--- src/rtl/bin2bcd_seq.sv ---
// Sequential binary-to-BCD converter using shift-add-3 (double dabble), one bit per cycle.
// Define BIN2BCD_BLANK_EN to blank leading zero digits of bcd to 4'hF.
module bin2bcd_seq #(
  parameter int unsigned WIDTH  = 8,
  parameter int unsigned DIGITS = 3
) (
  input  logic                clk,
  input  logic                rst_n,
  input  logic                start,
  input  logic [WIDTH-1:0]    bin,
  output logic                busy,
  output logic                done,
  output logic [4*DIGITS-1:0] bcd
);

  localparam int unsigned BcdW = 4 * DIGITS;
  localparam int unsigned CntW = $clog2(WIDTH + 1);
  localparam logic [CntW-1:0] CntLast = CntW'(WIDTH - 1);

`ifdef BIN2BCD_BLANK_EN
  localparam logic [BcdW-1:0] AllF   = '1;
  localparam logic [BcdW-1:0] BcdRst = AllF ^ BcdW'(4'hF);

  // Every digit above the most significant nonzero one reads 4'hF; digit 0 is never blanked.
  function automatic logic [BcdW-1:0] fmt(input logic [BcdW-1:0] v);
    logic            lead;
    logic [BcdW-1:0] r;
    r    = v;
    lead = 1'b1;
    for (int i = DIGITS - 1; i > 0; i--) begin
      if (v[4*i +: 4] != 4'd0) lead = 1'b0;
      if (lead) r[4*i +: 4] = 4'hF;
    end
    return r;
  endfunction
`else
  localparam logic [BcdW-1:0] BcdRst = '0;

  function automatic logic [BcdW-1:0] fmt(input logic [BcdW-1:0] v);
    return v;
  endfunction
`endif

  typedef enum logic [1:0] {StIdle, StShift, StDone} state_e;

  state_e            state_q, state_d;
  logic [WIDTH-1:0]  shift_q, shift_d;
  logic [BcdW-1:0]   work_q, work_d;
  logic [CntW-1:0]   cnt_q, cnt_d;
  logic [BcdW-1:0]   bcd_q, bcd_d;
  logic [BcdW-1:0]   work_adj;
  logic [BcdW+WIDTH-1:0] combined;

  always_comb begin
    work_adj = '0;
    for (int i = 0; i < DIGITS; i++) begin
      work_adj[4*i +: 4] = (work_q[4*i +: 4] >= 4'd5) ? work_q[4*i +: 4] + 4'd3
                                                      : work_q[4*i +: 4];
    end
  end

  // Working digits and binary shift register move as one register; binary MSB feeds bit 0.
  assign combined = {work_adj, shift_q} << 1;

  always_comb begin
    state_d = state_q;
    shift_d = shift_q;
    work_d  = work_q;
    cnt_d   = cnt_q;
    bcd_d   = bcd_q;
    unique case (state_q)
      StIdle, StDone: begin
        if (start) begin
          shift_d = bin;
          work_d  = '0;
          cnt_d   = '0;
          state_d = StShift;
        end else begin
          state_d = StIdle;
        end
      end
      StShift: begin
        work_d  = combined[BcdW+WIDTH-1:WIDTH];
        shift_d = combined[WIDTH-1:0];
        cnt_d   = cnt_q + CntW'(1);
        if (cnt_q == CntLast) begin
          state_d = StDone;
          bcd_d   = fmt(combined[BcdW+WIDTH-1:WIDTH]);
        end
      end
      default: state_d = StIdle;
    endcase
  end

  always_ff @(posedge clk or negedge rst_n) begin
    if (!rst_n) begin
      state_q <= StIdle;
      shift_q <= '0;
      work_q  <= '0;
      cnt_q   <= '0;
      bcd_q   <= BcdRst;
    end else begin
      state_q <= state_d;
      shift_q <= shift_d;
      work_q  <= work_d;
      cnt_q   <= cnt_d;
      bcd_q   <= bcd_d;
    end
  end

  assign busy = (state_q == StShift);
  assign done = (state_q == StDone);
  assign bcd  = bcd_q;

endmodule

--- config.mk ---
export PLATFORM = sky130hd
export DESIGN_NAME = bin2bcd_seq
export DESIGN_NICKNAME = d
export VERILOG_FILES = /design/src/rtl/bin2bcd_seq.sv
export SDC_FILE = /design/constraint.sdc
export NUM_CORES = 1
export LEC_CHECK = 0
export CORE_ASPECT_RATIO = 1.5
export CORE_MARGIN = 4
export CORE_UTILIZATION = 53
export CTS_CLUSTER_SIZE = 10
export DETAILED_ROUTE_END_ITERATION = 10
export PLACE_DENSITY_LB_ADDON = 0.3
export SYNTH_ARGS = -nofsm -noshare
export SYNTH_HDL_FRONTEND = slang
export SYNTH_SLANG_ARGS = --single-unit
export TNS_END_PERCENT = 100
--- constraint.sdc ---
create_clock -name clk -period 1.7 [get_ports clk]
set_input_delay 0.34 -clock clk [delete_from_list [all_inputs] [get_ports clk]]
set_output_delay 0.34 -clock clk [all_outputs]
set_load 0.02 [all_outputs]
# == Word level (Yosys, flattened, before mapping) ==
# Index checks and enable logic that the tools add are counted.
# op_classes
add_sub_neg,4
magnitude_cmp,3
eq_ne,5
muxes,12
reduce_logical,5
# ops
cell,count
12-bit one-hot mux with 2 select lines,1
8-bit one-hot mux with 2 select lines,1
"4-bit by 3-bit >= comparator with 1-bit output, second input constant",3
12-bit 2-to-1 mux,1
4-bit 2-to-1 mux,3
"4-bit by 2-bit adder with 4-bit output, second input constant",2
8-bit 2-to-1 mux,1
4-bit one-hot mux with 2 select lines,1
"4-bit by 1-bit adder with 4-bit output, second input constant",1
"4-bit by 3-bit == test with 1-bit output, second input constant",1
2-bit one-hot mux with 2 select lines,1
2-bit AND reduction,2
"3-bit by 2-bit adder with 3-bit output, second input constant",1
3-bit 2-to-1 mux,1
"2-bit by 1-bit == test with 1-bit output, second input constant",1
"2-bit == test, second input constant",1
2-bit logical NOT,1
2-bit 2-to-1 mux,1
"2-bit by 1-bit != test with 1-bit output, second input constant",1
"2-bit != test, second input constant",1
2-bit nonzero test,1
2-bit OR reduction,1
1-bit 2-to-1 mux,1
# totals
reg_bits,38
inputBits,11
output_inout_bits,14
wordCells,34

# == Logic depth before layout (Yosys ltp) ==
# logic_depth
word_depth,4
depth_mapped,7
ltp_nobuf,6

# == Least setup slack after synthesis ==
# Ideal clock, no wire load.
# synth_timing
path_kind,flip-flop to flip-flop
from,register work_q[0]
to,register work_q[2]
setup_time_ns,0.083
t_arrival_ns,1.433
t_required_ns,1.617
path_slack_ns,0.184
stages_incl_launch_ff,7
path_buffers,0
period_less_slack_ns,1.516
path_cell_list,dfrtp_1 inv_1 ha_1 nand2b_1 a21oi_1 mux2_2 o21ai_0
# synth_via
elab_chain_cells,3
word_cells_on_any_way,4
classes_between,1 x add/sub; 1 x order compare; 2 x mux
# synth_rtl
element,line_no,source
from (decl),48,"logic [BcdW-1:0] work_q, work_d;"
from (signal assigned),105,work_q <= work_d;
4-bit by 2-bit adder with 4-bit output or 4-bit by 3-bit >= comparator with 1-bit output (tied branches),57,work_adj[4*i +: 4] = (work_q[4*i +: 4] >= 4'd5) ? work_q[4*i +: 4] + 4'd3
4-bit 2-to-1 mux *,57,
12-bit one-hot mux with 2 select lines *,71,unique case (state_q)
# Mark *: on every way between the ends. The rest lies on a longest branch, timed or not.
# A chain may end at the register's enable or synchronous reset.

# == Final worst setup path ==
# layout_timing
from,register work_q[4]
to,"register bcd_q[6], in the netlist bcd[6]"
# layout_via
elab_chain_cells,2
word_cells_on_any_way,3
classes_between,1 x add/sub; 1 x order compare; 1 x mux
# layout_rtl
element,line_no,source
4-bit by 2-bit adder with 4-bit output or 4-bit by 3-bit >= comparator with 1-bit output (tied branches),57,
4-bit 2-to-1 mux *,57,
to (signal assigned),101,bcd_q <= BcdRst;
to (decl),50,"logic [BcdW-1:0] bcd_q, bcd_d;"
# Marked as above.

==> flow_metrics.env <==
export IMPL_netlist_instances=166
export IMPL_num_vias=1349
export IMPL_ant_nets=0
export IMPL_ios=25
export IMPL_clockRootBuffer="clkbuf_8"
export IMPL_grt_ovfl_total=0
export IMPL_cts_buffers=5
export IMPL_synth_top_cell_by_area="dfrtp_1"
export IMPL_die_width_um=55.2
export IMPL_fin_nets=215
export IMPL_clock_sinks=38
export IMPL_grt_pass1_vias=1393
export IMPL_crit_path_start_kind="flop"
export IMPL_power_density_nw_per_um2=2030
export IMPL_hold_path_class="flop to flop"
export IMPL_arrival_ns=1.87
export IMPL_fin_crit_ns=1.63
export IMPL_synth_top_area_share_pct=53.6
export IMPL_grt_max_degree=23
export IMPL_clk_latency_ns=0.29
export IMPL_slew_headroom_pct=67.8
export IMPL_drc=0
export IMPL_ys_seq_elements=38
export IMPL_whs_ns=0.491
export IMPL_yosysWarnings=0
export IMPL_clock_path_buffers=2
export IMPL_initial_utilization_pct=55.6
export IMPL_fin_cells=237
export IMPL_path_class="flop to flop"
export IMPL_cp_max_fo=5
export IMPL_leakagePower_nw=0.983
export IMPL_grt_util_all_layers_pct=19.0
export IMPL_syn_to_final_growth_pct=22.7
export IMPL_finalSetupViolations=0
export IMPL_grt_first_pass_wirelength_um=6360
export IMPL_yosysSeqAreaShare_pct=53.6
export IMPL_fin_crit_sh_pct=96.0
export IMPL_final_fill_count=245
export IMPL_vias_per_cell=5.69
export IMPL_cts_tree="built"
export IMPL_slowest_delay_ns=0.45
export IMPL_hold_viol=0
export IMPL_drt_pass1_iter_count=4
export IMPL_path_clk_slew_ns=0.08
export IMPL_clock_skew_ns=0.00858
export IMPL_hpwl_um=2560
export IMPL_layout_area_seq_um2=951
export IMPL_numPlacedInstances=229
export IMPL_final_area_um2=2180
export IMPL_ir_worst_vdd_mv=1.12
export IMPL_cp_required_ns=1.93
export IMPL_maxSlewViolCount=0
export IMPL_synthesis_area_um2=1770
export IMPL_synthTopCellsByArea="dfrtp_1, ha_1, nand2_1, mux2_2, a22o_1"
export IMPL_dieHeight_um=78.8
export IMPL_critPathCaptureType="flop"
export IMPL_crit_path_cell_trace="inv_1 -> ha_2 -> nand2b_1 -> a21oi_2 -> mux2i_2 -> mux2_2"
export IMPL_cp_slowest_cell="dfrtp_1"
export IMPL_antenna_found_initial=0
export IMPL_max_freq_mhz=613
export IMPL_status="completed"
export IMPL_htreeDepth=2
export IMPL_diodes=0
export IMPL_core_area_um2=3190
export IMPL_ys_types=24
export IMPL_synth_nets=184
export IMPL_layout_common_cells="dfrtp_1, nand2_1, clkdlybuf4s50_1"
export IMPL_gp_congestion=0.765
export IMPL_portBuffers=24
export IMPL_drive_above_1_share_pct=16.8
export IMPL_multiInputGateArea_um2=773
export IMPL_layout_commonest_cell="dfrtp_1"
export IMPL_wirelength_um=3680
export IMPL_core_rowCount=25
export IMPL_avgSynthCellArea_um2=10.7
export IMPL_critPathBufInv=1
export IMPL_critical_path_top_delay_family="multiplexers"
export IMPL_tightest_slew_ns=0.482
export IMPL_wl_per_cell_um=15.5
export IMPL_maxCapViolations=0
export IMPL_fp_dieArea_um2=4350
export IMPL_finalSetupTns_ns=0
export IMPL_placed_area_um2=2070
export IMPL_postCtsSetupBuffers=0
export IMPL_dr_first_iter_drc_count=27
-- worst register-to-register path: cells and delay by family, from the launching register on --
family | cells | cell delay, ns
fa+ha+maj | 1 | 0.22
compound gates | 1 | 0.22
mux | 2 | 0.49
flops | 1 | 0.45
buf+inv | 1 | 0.09
simple gates | 1 | 0.10
-- cell type report --
cell class	count	area share, %
flip-flops and latches	38	43.7
inverters	7	1.21
clock buffers	5	3.16
well taps	40	2.30
repair buffers	31	13.6
clock inverters	2	0.460
multi-input cells	114	35.5
-- metal layers --
metal | GRT usage, % | part of all wire [%]
met1 | 19.4 | 38
met2 | 35.7 | 54
met3 | 4.23 | 5.5
met4 | 9.73 | 1.7
met5 | 0 | 0
-- report_power, final --
group	leakage, nW	switching, W	internal [W]
Clock	0.0438	0.000310	0.000275
Combinational	0.465	0.00115	0.00102
Sequential	0.474	0.000340	0.00132
Total	0.983	0.00180	0.00261
-- cell usage after synthesis, drive strengths merged --
master / instances
dfrtp: 38
nand2: 23
a21oi: 14
o21ai: 12
nor2: 9
a22o: 8
a22oi: 7
buf: 7
ha: 7
inv: 7
mux2: 7
nand2b: 5
nor3b: 5
nand3: 4
nor3: 4
xnor2: 4
mux2i: 2
and2b: 1
nand4: 1
nor2b: 1
-- through the flow --
step           power (W)  setup slack, ns  util, %
3_3_place_gp     0.00363           -0.210     64.8
5_1_grt          0.00479         -0.00531     68.2
6_report         0.00442           0.0682     68.2
2_1_floorplan    0.00308            0.184        -
3_5_place_dp     0.00377           -0.282     64.8
4_1_cts          0.00439           0.0153     67.6
-- cell families after synthesis --
| kind of cell | after synthesis | synth area share [%] |
|---|---|---|
| simple gates | 53 | 14.8 |
| compound gates | 41 | 14.9 |
| flops | 38 | 53.6 |
| buf+inv | 14 | 4.16 |
| mux | 9 | 5.58 |
| fa+ha+maj | 7 | 4.94 |
| xor+xnor | 4 | 1.98 |
-- timing repair --
action                                  CTS  global route
cloned                                    0             0
resized for setup                         3             8
hold buffers                              1             0
pin swaps                                 0             1
hold endpoints to repair                  4             0
endpoints found under the setup margin    3            15
-- state kept, by name, indices dropped and copies added (netlist names) --
| register | cells |
|---|---|
| bcd | 12 |
| cnt_q | 4 |
| shift_q | 8 |
| state_q | 2 |
| work_q | 12 |
-- path summary, 6_finish.rpt --
kind / from / endpoint / slack [ns] / cells after the start
min in group asynchronous: rst_n / bcd[6] / 0.52 / 2
worst min register to register: shift_q[5] / shift_q[5] / 0.49 / 2
worst min-delay path: shift_q[5] / shift_q[5] / 0.49 / 2
max in group asynchronous: rst_n / bcd[10] / 0.70 / 3
worst max-delay path: work_q[4] / bcd[6] / 0.07 / 6
worst max register to register: work_q[4] / bcd[6] / 0.07 / 6
(Power assumes the default switching activity.)
